[src/rtl/ct_spsram_ctrl_pkg.sv]
// Shared sizing constants and controller state encoding for the 256x84
// single-port SRAM controller and its arbiter.
package ct_spsram_ctrl_pkg;

    localparam int unsigned DEF_ADDR_WIDTH = 8;
    localparam int unsigned DEF_DATA_WIDTH = 84;
    localparam int unsigned DEPTH          = 256;

    // Request/grant bit positions shared by the controller and the arbiter.
    localparam int unsigned ARB_RD = 0;
    localparam int unsigned ARB_WR = 1;

    typedef enum logic [0:0] {
        INIT = 1'b0,
        RUN  = 1'b1
    } ctrl_state_e;

endpackage

[src/rtl/ct_rr_arb2.sv]
// Two-requester round-robin arbiter with combinational one-hot grants and a
// registered pointer that remembers which port was granted last.
module ct_rr_arb2 (
    input  logic       clk_i,
    input  logic       rst_i,
    input  logic [1:0] req_i,
    input  logic       adv_i,
    output logic [1:0] gnt_o
);

    logic last_q;
    logic last_d;

    // Grant selection; on contention the port not granted last wins.
    always_comb begin
        gnt_o  = 2'b00;
        last_d = last_q;
        case (req_i)
            2'b01:   gnt_o = 2'b01;
            2'b10:   gnt_o = 2'b10;
            2'b11: begin
                if (last_q) begin
                    gnt_o = 2'b01;
                end else begin
                    gnt_o = 2'b10;
                end
            end
            default: gnt_o = 2'b00;
        endcase
        if (adv_i && (gnt_o != 2'b00)) begin
            last_d = gnt_o[1];
        end else begin
            last_d = last_q;
        end
    end

    // Last-grant pointer; reset marks port 1 as last so port 0 goes first.
    always_ff @(posedge clk_i) begin
        if (rst_i) begin
            last_q <= 1'b1;
        end else begin
            last_q <= last_d;
        end
    end

endmodule

[src/rtl/ct_spsram_256x84_ctrl.sv]
// Single-port SRAM controller: zero-fills the array after reset, then
// arbitrates read and write requesters onto the one SRAM port.
module ct_spsram_256x84_ctrl
    import ct_spsram_ctrl_pkg::*;
#(
    parameter int unsigned ADDR_WIDTH = DEF_ADDR_WIDTH,
    parameter int unsigned DATA_WIDTH = DEF_DATA_WIDTH
) (
    input  logic                  CLK,
    input  logic                  RST,
    input  logic                  wr_req,
    input  logic [ADDR_WIDTH-1:0] wr_addr,
    input  logic [DATA_WIDTH-1:0] wr_data,
    input  logic [DATA_WIDTH-1:0] wr_bmask,
    output logic                  wr_gnt,
    input  logic                  rd_req,
    input  logic [ADDR_WIDTH-1:0] rd_addr,
    output logic                  rd_gnt,
    output logic                  rd_data_vld,
    output logic [DATA_WIDTH-1:0] rd_data,
    output logic                  init_done,
    output logic [ADDR_WIDTH-1:0] sram_A,
    output logic                  sram_CEN,
    output logic                  sram_GWEN,
    output logic [DATA_WIDTH-1:0] sram_WEN,
    output logic [DATA_WIDTH-1:0] sram_D,
    input  logic [DATA_WIDTH-1:0] sram_Q
);

    localparam logic [ADDR_WIDTH-1:0] LAST_ADDR = ADDR_WIDTH'(DEPTH - 1);

    ctrl_state_e           state_q, state_d;
    logic [ADDR_WIDTH-1:0] cnt_q, cnt_d;
    logic                  rd_vld_q, rd_vld_d;
    logic                  run_s;
    logic [1:0]            arb_req_s;
    logic [1:0]            arb_gnt_s;

    // Requests are only visible to the arbiter in RUN and outside reset.
    assign run_s     = (state_q == RUN) && !RST;
    assign arb_req_s = run_s ? {wr_req, rd_req} : 2'b00;

    ct_rr_arb2 u_arb (
        .clk_i (CLK),
        .rst_i (RST),
        .req_i (arb_req_s),
        .adv_i (run_s),
        .gnt_o (arb_gnt_s)
    );

    assign rd_gnt      = arb_gnt_s[ARB_RD];
    assign wr_gnt      = arb_gnt_s[ARB_WR];
    assign rd_data     = sram_Q;
    assign rd_data_vld = rd_vld_q && !RST;
    assign init_done   = (state_q == RUN) && !RST;

    // Next-state, sweep counter and SRAM pin drive.
    always_comb begin
        state_d   = state_q;
        cnt_d     = cnt_q;
        rd_vld_d  = rd_gnt;
        sram_A    = '0;
        sram_CEN  = 1'b1;
        sram_GWEN = 1'b1;
        sram_WEN  = '1;
        sram_D    = '0;
        if (RST) begin
            state_d  = INIT;
            cnt_d    = '0;
            rd_vld_d = 1'b0;
        end else begin
            case (state_q)
                INIT: begin
                    sram_A    = cnt_q;
                    sram_CEN  = 1'b0;
                    sram_GWEN = 1'b0;
                    sram_WEN  = '0;
                    sram_D    = '0;
                    cnt_d     = cnt_q + ADDR_WIDTH'(1);
                    if (cnt_q == LAST_ADDR) begin
                        state_d = RUN;
                    end else begin
                        state_d = INIT;
                    end
                end
                RUN: begin
                    if (wr_gnt) begin
                        sram_A    = wr_addr;
                        sram_CEN  = 1'b0;
                        sram_GWEN = 1'b0;
                        sram_WEN  = ~wr_bmask;
                        sram_D    = wr_data;
                    end else if (rd_gnt) begin
                        sram_A    = rd_addr;
                        sram_CEN  = 1'b0;
                        sram_GWEN = 1'b1;
                        sram_WEN  = '1;
                    end else begin
                        sram_CEN  = 1'b1;
                    end
                end
                default: begin
                    state_d = INIT;
                    cnt_d   = '0;
                end
            endcase
        end
    end

    // State, sweep counter and read-valid registers.
    always_ff @(posedge CLK) begin
        if (RST) begin
            state_q  <= INIT;
            cnt_q    <= '0;
            rd_vld_q <= 1'b0;
        end else begin
            state_q  <= state_d;
            cnt_q    <= cnt_d;
            rd_vld_q <= rd_vld_d;
        end
    end

endmodule

[config.mk]
export PLATFORM = sky130hd
export DESIGN_NAME = ct_spsram_256x84_ctrl
export DESIGN_NICKNAME = d
export VERILOG_FILES = /design/src/rtl/ct_spsram_ctrl_pkg.sv /design/src/rtl/ct_rr_arb2.sv /design/src/rtl/ct_spsram_256x84_ctrl.sv
export SDC_FILE = /design/constraint.sdc
export NUM_CORES = 1
export LEC_CHECK = 0
export ABC_AREA = 1
export BUFFER_PORTS_ARGS = -buffer_cell sky130_fd_sc_hd__clkbuf_2
export CAP_MARGIN = 25
export CORE_AREA = 2 2 209 211
export DETAILED_ROUTE_END_ITERATION = 6
export DIE_AREA = 0 0 211 213
export GPL_TIMING_DRIVEN = 1
export SLEW_MARGIN = 20
export SYNTH_ARGS = -nofsm -noshare
export SYNTH_HDL_FRONTEND = slang
export SYNTH_HIERARCHICAL = 1
export SYNTH_SLANG_ARGS = --single-unit
[constraint.sdc]
create_clock -name CLK -period 4.1 [get_ports CLK]
set_input_delay 0.615 -clock CLK [delete_from_list [all_inputs] [get_ports CLK]]
set_output_delay 0.615 -clock CLK [all_outputs]
set_load 0.02 [all_outputs]
Word level (Yosys, flattened, before mapping). Index checks and enable logic that the tools add are counted.

Add/subtract/negate cells: 1. Order comparisons: 0. Bitwise logic cells: 2. Equal/unequal tests: 4. Reduce and logical (&&, ||, !) cells: 5. Div/mod/pow operators: 0. Multiply operators: 0. Shifts and indexed selects: 0. Multiplexer cells: 22.

Operators by type and width (count): $mux W84 (4); $pmux W84 S2 (2); $not A84 Y84 (1); $mux W8 (3); $pmux W8 S2 (1); $add A8 B1 Y8 const B (1); $eq A8 B8 Y1 const B (1); $mux W1 (7); $pmux W2 S3 (1); $eq A2 B2 Y1 const B (2); $mux W2 (2); $pmux W1 S2 (2); $logic_and A1 B1 Y1 (3); $eq A2 B1 Y1 const B (1); $reduce_bool A2 Y1 (1); $logic_not A1 Y1 (1); $not A1 Y1 (1).

ROM bits: 0. RAM bits: 0. Bits in latches: 0. Flip-flop bits (word level): 11. Memories: 0. Input bits: 272. Logic and storage cells: 38.

Logic depth before layout (Yosys ltp).
Word-level depth: 9. Gate-level depth with buffers: 11. Gate-level depth less buffers: 9.

Hierarchy. Netlist, hierarchy kept.

By module, submodules not included: ct_spsram_256x84_ctrl (times used 1, cells each 481, area an instance 2628.8 um^2, seq. area each 200.2 um^2); ct_rr_arb2 (times used 1, cells each 9, area an instance 60.1 um^2, seq. area each 20.0 um^2).

Least setup slack after synthesis. No wires, ideal clock.

Kind: input to output. Start point: input port RST. End point: output port sram_D[78]. Path slack: 0.848 ns. Required time: 3.485 ns. Path buffers: 3. Arrival time: 2.637 ns. Stages on the path: 9. Path through: nor2_8 inv_2 nor2_1 a21boi_0 clkbuf_1 nand2_2 buf_6 buf_6 nor2_1.

Longest elaborated chain between the ends: 8.

RTL lines: from (decl) (RTL line ct_spsram_256x84_ctrl.sv:10) `input logic RST,`; $logic_not A1 Y1 * (RTL line ct_spsram_256x84_ctrl.sv:40) `assign run_s = (state_q == RUN) && !RST;`; $logic_and A1 B1 Y1 * (RTL line ct_spsram_256x84_ctrl.sv:40); $mux W2 * (RTL line ct_spsram_256x84_ctrl.sv:41) `assign arb_req_s = run_s ? {wr_req, rd_req} : 2'b00;`; named net arb_req_s[1] (RTL line ct_spsram_256x84_ctrl.sv:36) `logic [1:0] arb_req_s;`; $eq A2 B2 Y1 or $eq A2 B1 Y1 (tied branches) (RTL line ct_rr_arb2.sv:18) `case (req_i)`; $pmux W2 S3 * (RTL line ct_rr_arb2.sv:18); named net wr_gnt (RTL line ct_spsram_256x84_ctrl.sv:15) `output logic wr_gnt,`; $mux W84 * (RTL line ct_spsram_256x84_ctrl.sv:87) `if (wr_gnt) begin`; $pmux W84 S2 * (RTL line ct_spsram_256x84_ctrl.sv:72) `case (state_q)`; $mux W84 * (RTL line ct_spsram_256x84_ctrl.sv:67) `if (RST) begin`; to (decl) (RTL line ct_spsram_256x84_ctrl.sv:26) `output logic [DATA_WIDTH-1:0] sram_D,`.

The timed path passes the listed nets; every way through them passes the cells marked *.

Worst setup path in the final report.
Start point: input port RST. End point: output port sram_WEN[80].

Longest elaborated chain between the ends: 8.

RTL lines: $logic_not A1 Y1 * (RTL line ct_spsram_256x84_ctrl.sv:40); $logic_and A1 B1 Y1 * (RTL line ct_spsram_256x84_ctrl.sv:40); $mux W2 * (RTL line ct_spsram_256x84_ctrl.sv:41); named net arb_req_s[1] (RTL line ct_spsram_256x84_ctrl.sv:36); $eq A2 B2 Y1 or $eq A2 B1 Y1 (tied branches) (RTL line ct_rr_arb2.sv:18); $pmux W2 S3 * (RTL line ct_rr_arb2.sv:18); $mux W84 * (RTL line ct_spsram_256x84_ctrl.sv:87); $pmux W84 S2 * (RTL line ct_spsram_256x84_ctrl.sv:72); $mux W84 * (RTL line ct_spsram_256x84_ctrl.sv:67); to (decl) (RTL line ct_spsram_256x84_ctrl.sv:25) `output logic [DATA_WIDTH-1:0] sram_WEN,`.

Marks and branches as above.

==> metrics.txt <==
outcome=completed; Comb pwr share=roughly 48%; endpoint type of the worst setup path=output pin; number of clock sinks=11; number of nets in the final layout=1,032; Resized Gates After CTS=0; average instance area after synthesis=between 5 and 6 sq um; Async S/R FF share, synth=0%; buffers from clock root to sink, at most=2; router iterations before antenna repair=4; WHS=approximately 500 ps; number of buffers added by the clock tree synthesis step=3; largest area contributor in the netlist=sky130_fd_sc_hd__buf_4; average wire length per cell after detail routing=about 11 um; proportion of power drawn by flip-flops and latches=20.0%; switching component of the power=around 0.21 mW; remaining design rule violation count=0; RSZ-0062 raised after global routing=no; Cell variety after synth=24; prevailing post-synth register cell=sky130_fd_sc_hd__dfxtp_1; Iter 0 DRT Violations=~130; Final ANT Viol Nets=0; Synth area leaders=sky130_fd_sc_hd__buf_4 24%, sky130_fd_sc_hd__o21ai_0 15%, sky130_fd_sc_hd__inv_1 14%, sky130_fd_sc_hd__nor2_1 9.1%, sky130_fd_sc_hd__nor2_2 8.6%; number of antenna violations at the first check in global routing=0; switching portion of total power=a little under two fifths; flops & latches, synth=11; measured slew at the worst slew-check pin=between 600 and 700 ps; via count of the first global-routing pass=approximately 3.2k; total number of placement rows=76; number of setup buffers added after CTS=0; hold bufs inserted after CTS=0; final weighted congestion in routability-driven placement=about 0.91; maximum number of pins on one net before global-route repair=87; remaining global-route overflow=0; Final setup violation count=0; max frequency=300 MHz; clock group share of total power=between 30% and 40%; post-detailed-placement half-perimeter wirelength=around 12,000 um; Std-Cell Core Area=42,700 sq um; cell count after synthesis=between 400 and 500; total placed instance area=approximately 4500 sq um; wire length reported by the detailed router=about 14,000 um; clock skew after layout=roughly 3.1 ps; clock latency of the later-clocked register in the worst-skew pair=roughly 240 ps; setup total negative slack=0 ps; signed area change from the synthesized netlist to the final layout=70.6%; part of the Yosys area used for sequential elements=slightly above 8%; post-route cell area=between 4000 and 5000 sq um; CTS clock-pin slew for the worst setup and hold paths=around 40 ps; warnings from Yosys=6; clock tree from TritonCTS=done; category of the most critical setup path=in -> out; Filler Cells Inserted=5,032; # port buffers=between 300 and 400; Final Non-Filler Cells=approximately 1.3k; fraction of final layout cells with drive strength greater than 1=~56%; total power per unit cell area=~120 nW/um^2; number of hold violations in the final report=0; total routing usage reported by global routing=5.37%; overall via count from detail_route=~3.9k; fraction of the cycle the final worst path needs=about four fifths; nature of the critical path startpoint=input pin; Worst IR Drop VDD=162 uV; class of the worst hold path=reg -> reg; pins over their slew limit=0; crit path max fanout=86; first-pass GRT wire length=~18,000 um; Diodes inserted=0; LEAKAGE=~2.8 nW; Min Clock Period, post-route=approximately 3300 ps; post-synth design cell area=~2700 sq um; chip height=approximately 210 um; data arrival at the endpoint of the critical path=around 2700 ps; Post-Synthesis Net Count=between 700 and 800; area enclosed by the die boundary=~45,000 sq um; max-cap viol count=0; final critical-path setup slack=~760 ps; top cell type's share of synthesized area=between 20% and 30%; overall die width=211 um; ratio of routed vias to standard cells=2.98; initial core utilization=about 6.3%; Data required, critical path=3480 ps; number of I/O pins=538; cell-internal power=between 0.3 and 0.4 mW; post-placement worst setup slack=approximately 800 ps; most used standard cell by instance count after synthesis=sky130_fd_sc_hd__inv_1; CTS Root Cell=sky130_fd_sc_hd__clkbuf_16; Worst slew margin=between 50% and 60%; number of H-tree branching levels=1; synth cell count leaders=102 x sky130_fd_sc_hd__inv_1, 85 x sky130_fd_sc_hd__buf_4, 81 x sky130_fd_sc_hd__o21ai_0; Post-synth EDFFs=0; Placed Cells=about 1.3k
==> stage by stage <==
step | power [mW] | utilization [%]
finish | 0.565 | 10.7
global placement | 0.385 | 10.6
detailed placement | 0.384 | 10.6
global route | 0.594 | 10.7
CTS | 0.567 | 10.7
floorplan | 0.352 | -
==> cells by family (layout without fill, tap and decap cells) <==
family | count (synthesis) | in the layout | share of synthesized area [%]
simple gates | 143 | 143 | 24.8
compound gates | 115 | 115 | 21.8
flops | 11 | 11 | 8.19
buf+inv | 220 | 488 | 44.8
fa+ha+maj | 1 | 1 | 0.465
==> power groups by stage <==
stage	Combinational [mW]	Clock, mW	Sequential [mW]
2_1_floorplan	0.238	0	0.114
3_3_place_gp	0.271	0	0.114
3_5_place_dp	0.270	0	0.115
4_1_cts	0.272	0.183	0.113
5_1_grt	0.295	0.186	0.113
6_report	0.272	0.180	0.113
==> layer usage <==
| layer | part of all wire [%] | global-route usage [%] | routed length [um] |
|---|---|---|---|
| met1 | 38 | 5.66 | 5290 |
| met3 | 15 | 2.97 | 2050 |
| met5 | 0.21 | 0.445 | 29 |
| met4 | 4.1 | 2.45 | 575 |
| met2 | 43 | 8.70 | 6050 |
==> area by class of cell <==
cell class | count | area [sq um] | share of cell area [%]
multi-input combinational | 259 | 1280 | 27.8
tap | 546 | 683 | 14.9
inverter | 105 | 394 | 8.59
sequential | 11 | 220 | 4.80
timing repair buffer | 379 | 1930 | 42.2
clock buffer | 4 | 78.8 | 1.72
==> final timing paths <==
kind,from,end,slack [ps],cells past startpoint
max,RST,sram_WEN[80],760,11
max reg2reg,state_q$_SDFF_PP0_,rd_vld_q$_SDFF_PP0_,2300,8
min,u_arb/last_q$_SDFFE_PP1P_,u_arb/last_q$_SDFFE_PP1P_,500,2
min reg2reg,u_arb/last_q$_SDFFE_PP1P_,u_arb/last_q$_SDFFE_PP1P_,500,2
==> cell usage in the layout (no fill, tap or decap), drive strengths merged <==
master  count
a21boi      2
a21oi      19
buf        10
clkbuf    373
dfxtp      11
ha          1
inv       105
nand2      28
nand3      10
nand4       1
nor2      103
o211ai      1
o21ai      93
or2         1
==> sequential cells by signal, indices dropped and copies added (netlist names) <==
| name | flops |
|---|---|
| state_q | 1 |
| rd_vld_q | 1 |
| cnt_q | 8 |
| u_arb/last_q | 1 |
==> worst max-delay path, cell delays in order <==
cell and delay (ps):
sky130_fd_sc_hd__clkbuf_2 200, sky130_fd_sc_hd__nor2_8 210, sky130_fd_sc_hd__inv_2 50, sky130_fd_sc_hd__nor2_1 150, sky130_fd_sc_hd__a21boi_1 310, sky130_fd_sc_hd__buf_4 230, sky130_fd_sc_hd__inv_1 80, sky130_fd_sc_hd__a21oi_4 140
sky130_fd_sc_hd__buf_12 270, sky130_fd_sc_hd__o21ai_0 200, sky130_fd_sc_hd__clkbuf_2 200
Power figures use the tool's default switching activity.
